### src/rtl/reaction_ctrl_if.sv
// Button-in / lamp-and-display-out bundle for the reaction game sequencer.
// slave: the sequencer side; master: the debouncer/display side.
interface reaction_ctrl_if;
    logic        start_btn;
    logic        react_btn;
    logic        go_led;
    logic        false_start;
    logic        timeout;
    logic        result_valid;
    logic [13:0] result_ms;
    logic [13:0] best_ms;
    logic [2:0]  state;

    modport master (
        output start_btn, react_btn,
        input  go_led, false_start, timeout, result_valid, result_ms, best_ms, state
    );

    modport slave (
        input  start_btn, react_btn,
        output go_led, false_start, timeout, result_valid, result_ms, best_ms, state
    );
endinterface

### src/rtl/reaction_ctrl.sv
// Reaction-game round sequencer: random GO delay, ms reaction timing, foul/timeout.
// Optional best-time tracking is enabled by defining REACTION_CTRL_BEST_EN.
module reaction_ctrl #(
    parameter int TICK_DIV     = 100000,
    parameter int MIN_DELAY_MS = 1000,
    parameter int RAND_BITS    = 11,
    parameter int MAX_MS       = 9999
) (
    input logic            clk,
    input logic            rst_n,
    reaction_ctrl_if.slave bus
);

    typedef enum logic [2:0] {
        S_IDLE   = 3'd0,
        S_DELAY  = 3'd1,
        S_GO     = 3'd2,
        S_RESULT = 3'd3,
        S_FOUL   = 3'd4,
        S_TMO    = 3'd5
    } state_t;

    localparam int              PW       = (TICK_DIV > 1) ? $clog2(TICK_DIV) : 1;
    localparam logic [PW-1:0]   PRE_LAST = PW'(TICK_DIV - 1);
    localparam logic [13:0]     MS_SAT   = 14'h3FFF;
    localparam logic [13:0]     MAX_LAST = 14'(MAX_MS);
    localparam logic [13:0]     MIN_DLY  = 14'(MIN_DELAY_MS);

    state_t        state_q, state_d;
    logic          start_prev, react_prev;
    logic          start_rise, react_rise;
    logic [PW-1:0] pre_q;
    logic [13:0]   ms_q, ms_plus;
    logic          tick;
    logic [15:0]   lfsr_q;
    logic [13:0]   tgt_q;
    logic [13:0]   result_q;
    logic          valid_q;
    logic          load_tgt, capture;

    // Previous levels reset high so a button held through reset gives no edge.
    // NOTE: sequential state uses non-blocking assignments so every flop samples pre-edge values.
    always_ff @(posedge clk or negedge rst_n) begin
        if (!rst_n) begin
            start_prev <= 1'b1;
            react_prev <= 1'b1;
        end else begin
            start_prev <= bus.start_btn;
            react_prev <= bus.react_btn;
        end
    end

    assign start_rise = bus.start_btn & ~start_prev;
    assign react_rise = bus.react_btn & ~react_prev;
    assign tick       = (pre_q == PRE_LAST);
    assign ms_plus    = ms_q + 14'd1;

    always_ff @(posedge clk or negedge rst_n) begin
        if (!rst_n) state_q <= S_IDLE;
        else        state_q <= state_d;
    end

    // NOTE: every always_comb output gets a default first so no path can infer a latch.
    always_comb begin
        state_d  = state_q;
        load_tgt = 1'b0;
        capture  = 1'b0;
        case (state_q)
            S_IDLE, S_RESULT, S_FOUL, S_TMO: begin
                if (start_rise) begin
                    state_d  = S_DELAY;
                    load_tgt = 1'b1;
                end
            end
            S_DELAY: begin
                if (react_rise)                     state_d = S_FOUL;
                else if (tick && ms_plus == tgt_q)  state_d = S_GO;
            end
            S_GO: begin
                if (react_rise) begin
                    state_d = S_RESULT;
                    capture = 1'b1;
                end else if (tick && ms_plus == MAX_LAST) begin
                    state_d = S_TMO;
                end
            end
            default: state_d = S_IDLE;
        endcase
    end

    // Timebase restarts on every transition so each phase begins with a full ms.
    always_ff @(posedge clk or negedge rst_n) begin
        if (!rst_n) begin
            pre_q <= '0;
            ms_q  <= '0;
        end else if (state_d != state_q) begin
            pre_q <= '0;
            ms_q  <= '0;
        end else if (tick) begin
            pre_q <= '0;
            if (ms_q != MS_SAT) ms_q <= ms_plus;
        end else begin
            pre_q <= pre_q + 1'b1;
        end
    end

    always_ff @(posedge clk or negedge rst_n) begin
        if (!rst_n) begin
            lfsr_q <= 16'hACE1;
            tgt_q  <= '0;
        end else begin
            lfsr_q <= {lfsr_q[14:0], lfsr_q[15] ^ lfsr_q[13] ^ lfsr_q[12] ^ lfsr_q[10]};
            if (load_tgt) tgt_q <= MIN_DLY + 14'(lfsr_q[RAND_BITS-1:0]);
        end
    end

    always_ff @(posedge clk or negedge rst_n) begin
        if (!rst_n) begin
            result_q <= '0;
            valid_q  <= 1'b0;
        end else begin
            valid_q <= capture;
            if (capture) result_q <= ms_q;
        end
    end

`ifdef REACTION_CTRL_BEST_EN
    logic [13:0] best_q;

    always_ff @(posedge clk or negedge rst_n) begin
        if (!rst_n)                          best_q <= MS_SAT;
        else if (capture && ms_q < best_q)   best_q <= ms_q;
    end

    assign bus.best_ms = best_q;
`else
    assign bus.best_ms = MS_SAT;
`endif

    assign bus.state        = state_q;
    assign bus.go_led       = (state_q == S_GO);
    assign bus.false_start  = (state_q == S_FOUL);
    assign bus.timeout      = (state_q == S_TMO);
    assign bus.result_valid = valid_q;
    assign bus.result_ms    = result_q;

endmodule

### src/flat_wrapper.sv
// flat-port wrapper written by rule: the top's interface ports become plain ports
module reaction_ctrl_flat 
#(
    parameter int TICK_DIV     = 100000,
    parameter int MIN_DELAY_MS = 1000,
    parameter int RAND_BITS    = 11,
    parameter int MAX_MS       = 9999
)
  (clk, rst_n, bus_start_btn, bus_react_btn, bus_go_led, bus_false_start, bus_timeout, bus_result_valid, bus_result_ms, bus_best_ms, bus_state);
  reaction_ctrl_if bus_i ();
  input logic clk;
  input logic rst_n;
  input wire logic [$bits(bus_i.start_btn)-1:0] bus_start_btn;
  input wire logic [$bits(bus_i.react_btn)-1:0] bus_react_btn;
  output wire logic [$bits(bus_i.go_led)-1:0] bus_go_led;
  output wire logic [$bits(bus_i.false_start)-1:0] bus_false_start;
  output wire logic [$bits(bus_i.timeout)-1:0] bus_timeout;
  output wire logic [$bits(bus_i.result_valid)-1:0] bus_result_valid;
  output wire logic [$bits(bus_i.result_ms)-1:0] bus_result_ms;
  output wire logic [$bits(bus_i.best_ms)-1:0] bus_best_ms;
  output wire logic [$bits(bus_i.state)-1:0] bus_state;
  assign bus_i.start_btn = bus_start_btn;
  assign bus_i.react_btn = bus_react_btn;
  assign bus_go_led = bus_i.go_led;
  assign bus_false_start = bus_i.false_start;
  assign bus_timeout = bus_i.timeout;
  assign bus_result_valid = bus_i.result_valid;
  assign bus_result_ms = bus_i.result_ms;
  assign bus_best_ms = bus_i.best_ms;
  assign bus_state = bus_i.state;
  reaction_ctrl #(.TICK_DIV(TICK_DIV), .MIN_DELAY_MS(MIN_DELAY_MS), .RAND_BITS(RAND_BITS), .MAX_MS(MAX_MS)) u_core (.clk(clk), .rst_n(rst_n), .bus(bus_i));
endmodule
### config.mk
export PLATFORM = sky130hd
export DESIGN_NAME = reaction_ctrl_flat
export DESIGN_NICKNAME = d
export VERILOG_FILES = /design/src/rtl/reaction_ctrl_if.sv /design/src/rtl/reaction_ctrl.sv /design/src/flat_wrapper.sv
export SDC_FILE = /design/constraint.sdc
export NUM_CORES = 1
export LEC_CHECK = 0
export CORE_UTILIZATION = 60
export CTS_BUF_LIST = sky130_fd_sc_hd__clkbuf_16
export CTS_CLUSTER_DIAMETER = 200
export DETAILED_ROUTE_END_ITERATION = 7
export PLACE_DENSITY_LB_ADDON = 0.15
export SETUP_SLACK_MARGIN = 0.05
export SKIP_LAST_GASP = 1
export SYNTH_ARGS = -nofsm -noshare
export SYNTH_HDL_FRONTEND = slang
export SYNTH_SLANG_ARGS = --single-unit
### constraint.sdc
create_clock -name clk -period 3.8 [get_ports clk]
set_input_delay 0.95 -clock clk [delete_from_list [all_inputs] [get_ports clk]]
set_output_delay 0.95 -clock clk [all_outputs]
set_load 0.1 [all_outputs]
==> results of run 1 <==
state kept, by name, indices dropped and copies added, names as in the netlist:
register                 count
u_core.lfsr_q               16
u_core.tgt_q                12
u_core.pre_q                17
u_core.bus.result_ms        14
u_core.start_prev            1
u_core.ms_q                 14
u_core.bus.result_valid      1
u_core.react_prev            1
u_core.bus.state             3
power by group:
group | internal [µW] | total (µW) | switching [µW] | leakage (µW)
logic | 180 | 656 | 475 | 0.000914
registers | 904 | 976 | 72.0 | 0.00105
clock network | 448 | 804 | 355 | 0.000130
total | 1530 | 2440 | 903 | 0.00209
layer usage:
layer	wire (µm)	vias up
met5	0	-
met1	3810	1537
met3	287	16
met4	168	0
li1	-	1488
met2	3990	61
layout by cell type (no fill, tap or decap), drive strengths merged, types with 5 or more instances in the layout:
cell type,synthesis,final
a211oi,6,6
a21oi,10,10
and3,10,10
buf,24,9
clkbuf,14,9
clkdlybuf4s50,0,19
conb,1,14
dfrtp,69,69
dfstp,10,10
inv,8,10
mux2,5,5
nand2,71,71
nand2b,9,9
nand3,15,15
nand4,10,10
nor2,40,40
nor2b,5,5
nor3,9,9
nor4,9,9
o21ai,16,16
xnor2,30,30
xor2,23,23
worst reg2reg max path: cells and delay by family (launching register included):
family | cells | cell delay (ps)
flip-flops | 1 | 590
AO/OA/AOI/OAI | 3 | 780
buffers and inverters | 1 | 260
AND/OR/NAND/NOR | 4 | 1000
multiplexers | 1 | 390
cells by family after synthesis:
logic type,after synthesis
other,1
AOI/OAI and AO/OA,48
DFF,79
buffers and inverters,46
and+or+nand+nor,196
xor gates and xnor gates,53
adders and majority gates,4
muxes,9
how the worst min path moves through the flow:
stage	to	start
after floorplan	u_core.lfsr_q[15]	u_core.lfsr_q[14]
after global placement	u_core.lfsr_q[15]	u_core.lfsr_q[14]
after detailed placement	u_core.lfsr_q[15]	u_core.lfsr_q[14]
after CTS	u_core.lfsr_q[15]	u_core.lfsr_q[14]
after global routing	u_core.lfsr_q[15]	u_core.lfsr_q[14]
final	u_core.lfsr_q[15]	u_core.lfsr_q[14]
final cells by class:
class                           count  area (µm²)  share of cell area
Timing Repair Buffer               28         258              0.0554
Clock inverter                      7        56.3              0.0121
Clock buffer                        9         225              0.0484
Sequential cell                    79        1990               0.428
Multi-Input combinational cell    324        1990               0.428
Inverter                            8        30.0             0.00646
Tap cell                           80         100              0.0215
per-stage QoR:
stage | instance area, µm² | setup WS [ps] | std cells
6_report | 4650 | 695 | 535
5_1_grt | 4650 | 475 | 535
4_1_cts | 4650 | 694 | 535
3_5_place_dp | 4370 | 704 | 519
3_3_place_gp | 4370 | 755 | 519
2_1_floorplan | 4230 | 107 | 449
==> flow_summary.ini, run 1 <==
[status]
outcome = complete, no violations

[clock_network]
clock_latency_ps = 340
cts_hold_buf = 0
cts_root_buf = clkbuf_16
cts.repair.resized = 0
cts_buffers = 9
htreeDepth = 3
path_clk_slew_ps = 60
clockBufferDepth = 2
cts_tree = built
cts_setup_buffers = 0
clock-sinks = 79

[logic_synthesis]
synth_common_cells = 71 x nand2_1, 69 x dfrtp_1, 40 x nor2_1
synth_top_area_frac = 0.413
yosysMostFrequentCell = nand2_1
synth_edf_count = 0
synth_top_family_by_area = simple AND/OR/NAND/NOR gates
synth_top_area_cell = dfrtp_1
syn_inst = 436
netlist_area_mm2 = 0.00418
ys_ff_latch = 79
netlist-cell-type-count = 52
synthAdderAreaFrac = 0.0120
synthXorXnorAreaFrac = 0.111
ys_top_cells_by_area = dfrtp_1 41%, nand2_1 6.4%, dfstp_2 6.3%, xnor2_1 6.3%, xor2_1 4.8%
synthSimpleGateAreaFrac = 0.237
ys_warn_count = 0
syn-mean-instance-area_um2 = 9.60
ys.flop_type = dfrtp_1
async_flop_share = 1.00
synth_compound_area_frac = 0.0801
ys_seq_area_frac = 0.475
synthMuxAreaShare = 0.0230

[cells_and_area]
diodes = 0
nFillCells = 548
syn2layout_area_growth_pct = 11.2
nets = 458
drive_gt1_frac = 0.114
finish.utilization = 0.688

[floorplan]
start_util = 0.619
rows = 30
core-area_mm2 = 0.00676
die_x_um = 85.5
pin_count = 39
die_y_um = 85.5
die-area_mm2 = 0.00731

[sta]
worst_pin_slew_ps = 979
rsz0062_at_grt = no
hold_violations = 0
setup_viol = 0
tns_ps = 0
min_period_ps = 3100
period_share = 0.817
fin_skew_ps = 7.37
hold_ws_ps = 351
maxSlewHeadroom = 0.345
drv_slew = 0
max_freq_mhz = 322

[detailed_routing]
route.detailed.drc = 0
ant_nets = 0
wl_per_cell_um = 15.4
vias = 3102
drt_iter0_markers = 210
drt-pass1-iter-count = 4
wl_um = 8250
avgViaCountPerCell = 5.80

[worst_setup_path]
cp-start-kind = flip-flop
rr_startpoint = u_core.ms_q[2]
r2r_cells = 9
criticalPathCategory = reg2reg
cpMaxStageDelayCell = dfrtp_1
crit_chain = nand3_1 -> nor3_2 -> mux2_2 -> a211oi_2 -> nor4_4 -> a211oi_1 -> o2bb2ai_4 -> buf_4 -> nor3b_1
r2r-end = u_core.pre_q[0]
critPathMaxFanout = 31
crit_cells = 9
critical_path.max_stage_delay_ps = 590
required_ps = 4050
crit_arrival_ps = 3350
critPathBufInv = 1
crit_start = u_core.ms_q[2]
crit_family = simple AND/OR/NAND/NOR gates
cp-endpoint = u_core.pre_q[0]
cp-end-kind = flip-flop
rrSetupSlack_ps = 700

[placement]
gp_congestion = 0.881
dp_hpwl_um = 5630
portBuffers = 24

[global_route]
grt_start_max_net_pins = 80
grt_use_met2 = 0.391
grt_pass1_wl_um = 14100
met3_usage = 0.0472
grt_util_met1 = 0.337
grt_pass1_vias = 2988
grt.total_usage = 0.248
grt-busiest-layer = met2
overflow = 0
antenna_found_initial = 0

[min_path]
hold_path_depth = 0
hold_path_class = reg2reg

[power]
p_leak_uw = 0.00209
p_total_uw = 2440
max-vdd-ir-drop_mv = 0.359
power_density_mw_per_mm2 = 524

[job]
maxCapViolations = 0
No activity file was read; power rests on OpenSTA's default activity.
==> run 2, diff against run 1 <==
--- a/config.mk
+++ b/config.mk
@@ -5,7 +5,7 @@
 export SDC_FILE = /design/constraint.sdc
 export NUM_CORES = 1
 export LEC_CHECK = 0
-export CORE_UTILIZATION = 60
+export CORE_UTILIZATION = 57
 export CTS_BUF_LIST = sky130_fd_sc_hd__clkbuf_16
 export CTS_CLUSTER_DIAMETER = 200
 export DETAILED_ROUTE_END_ITERATION = 7
==> constraint.sdc (replaced) <==
create_clock -name clk -period 2.94 [get_ports clk]
set_input_delay 0.735 -clock clk [delete_from_list [all_inputs] [get_ports clk]]
set_output_delay 0.735 -clock clk [all_outputs]
set_load 0.1 [all_outputs]
==> flow_summary.ini, run 2 (same netlist as run 1, synthesis figures left out) <==
[sta]
maxSlewHeadroom = 0.369
setup_viol = 0
hold_violations = 0
period_share = 0.940
rsz0062_at_grt = no
fin_skew_ps = 6.45
worst_pin_slew_ps = 946
tns_ps = 0
min_period_ps = 2760
max_freq_mhz = 362
drv_slew = 0

[detailed_routing]
route.detailed.drc = 0
drt_iter0_markers = 238
avgViaCountPerCell = 5.52
wl_um = 8530
drt-pass1-iter-count = 4
wl_per_cell_um = 15.1
ant_nets = 0
vias = 3109

[cells_and_area]
final-seq-area_mm2 = 0.00199
syn2layout_area_growth_pct = 13.4
regMostFlops = u_core.pre_q
nets = 471
finish.utilization = 0.683
final_cell_mix = 71 x nand2_1, 69 x dfrtp_1, 38 x buf_4
multi_input_area_mm2 = 0.00203
mostFrequentLayoutCell = nand2_1
biggestRegsByFlops = u_core.pre_q: 17 flops, u_core.lfsr_q: 16 flops
largest_register_ffs = 17
drive_gt1_frac = 0.184
diodes = 0
nFillCells = 556

[status]
outcome = complete, no violations

[clock_network]
cts_tree = built
cts_root_buf = clkbuf_16
path_clk_slew_ps = 60
cts_hold_buf = 0
cts_buffers = 9
clock-sinks = 79
clockBufferDepth = 2
clock_latency_ps = 330
htreeDepth = 3

[power]
p_sw_uw = 1140
internal_power_uw = 1990
combPwrFrac = 0.286
power_density_mw_per_mm2 = 660
p_total_uw = 3130
max-vdd-ir-drop_mv = 0.371
power.clock.fraction = 0.309
power_frac_seq = 0.405
p_sw_frac = 0.364
p_leak_uw = 0.00219

[min_path]
hold_path_class = reg2reg

[placement]
gp_congestion = 0.898
portBuffers = 24
dp_hpwl_um = 6020

[worst_setup_path]
critPathMaxFanout = 31
crit_arrival_ps = 3010
crit_chain = nand4_2 -> nor3_2 -> mux2_2 -> a211oi_2 -> nor4_4 -> a211oi_1 -> o2bb2ai_4 -> buf_12 -> nor3b_1
critical_path.max_stage_delay_ps = 510
cpMaxStageDelayCell = dfrtp_1
required_ps = 3190
cp-start-kind = flip-flop
criticalPathCategory = reg2reg
cp-end-kind = flip-flop

[floorplan]
rows = 30
core-area_mm2 = 0.00694
pin_count = 39
start_util = 0.603
die_y_um = 87.7
die_x_um = 87.7
die-area_mm2 = 0.00769

[global_route]
grt_start_max_net_pins = 80
grt_pass1_vias = 2944
antenna_found_initial = 0
grt.total_usage = 0.247
overflow = 0
grt_pass1_wl_um = 14500

[job]
maxCapViolations = 0
-- run 2: cell types whose count changed in the layout (fill, tap and decap cells not counted), sizes merged --
cell,previous run,this run
buf,9,39
clkdlybuf4s50,19,2
clkinv,2,5
clkinvlp,3,1
inv,10,8
-- run 2: cell type report --
cell class / instances / share of cell area
timing repair buffer: 41 / 0.0685
clock buffer: 9 / 0.0475
tap: 96 / 0.0253
multi-input combinational: 324 / 0.427
sequential: 79 / 0.419
inverter: 8 / 0.00633
clock inverter: 6 / 0.00606
-- run 2: timing repair --
item	in CTS	in global routing
setup buffers	0	0
gates resized for setup	0	5
endpoints found under the setup margin	0	31
-- run 2: worst paths after layout --
kind | from | to | slack (ps) | cells after the start
setup / recovery | u_core.ms_q[6] | u_core.pre_q[0] | 180 | 9
hold / removal | u_core.lfsr_q[14] | u_core.lfsr_q[15] | 350 | 0
setup reg to reg | u_core.ms_q[6] | u_core.pre_q[0] | 180 | 9
hold reg to reg | u_core.lfsr_q[14] | u_core.lfsr_q[15] | 350 | 0
max in group asynchronous | rst_n | u_core.pre_q[3] | 1780 | 1
min in group asynchronous | rst_n | u_core.bus.result_ms[13] | 570 | 1
-- run 2: per-layer routing --
metal	track usage	vias to the layer above	wire [µm]
met1	0.350	1492	4010
li1	-	1516	-
met4	0.0999	0	191
met5	0	-	0
met2	0.374	83	3900
met3	0.0509	18	418
-- run 2: critical path, delay by kind of cell (launching register included) --
kind | cells | cell delay (ps)
buf+inv | 1 | 180
simple gates | 4 | 770
flops | 1 | 510
mux | 1 | 370
compound gates | 3 | 830
-- run 2: power groups by stage --
stage	clock [µW]	combinational (µW)	sequential, µW
global placement	0	870	1280
finish	967	896	1270
global route	1030	960	1280
floorplan	0	623	1390
detailed placement	0	888	1280
CTS	980	896	1270
-- run 2: through the flow --
step | instance area [µm²] | hold WS [ps] | setup slack (ps) | cells
5_1_grt | 4750 | 353 | 70.0 | 563
2_1_floorplan | 4250 | 333 | 24.4 | 449
3_5_place_dp | 4470 | 338 | 174 | 548
4_1_cts | 4720 | 352 | 163 | 563
3_3_place_gp | 4470 | 335 | 204 | 548
6_report | 4750 | 350 | 176 | 563
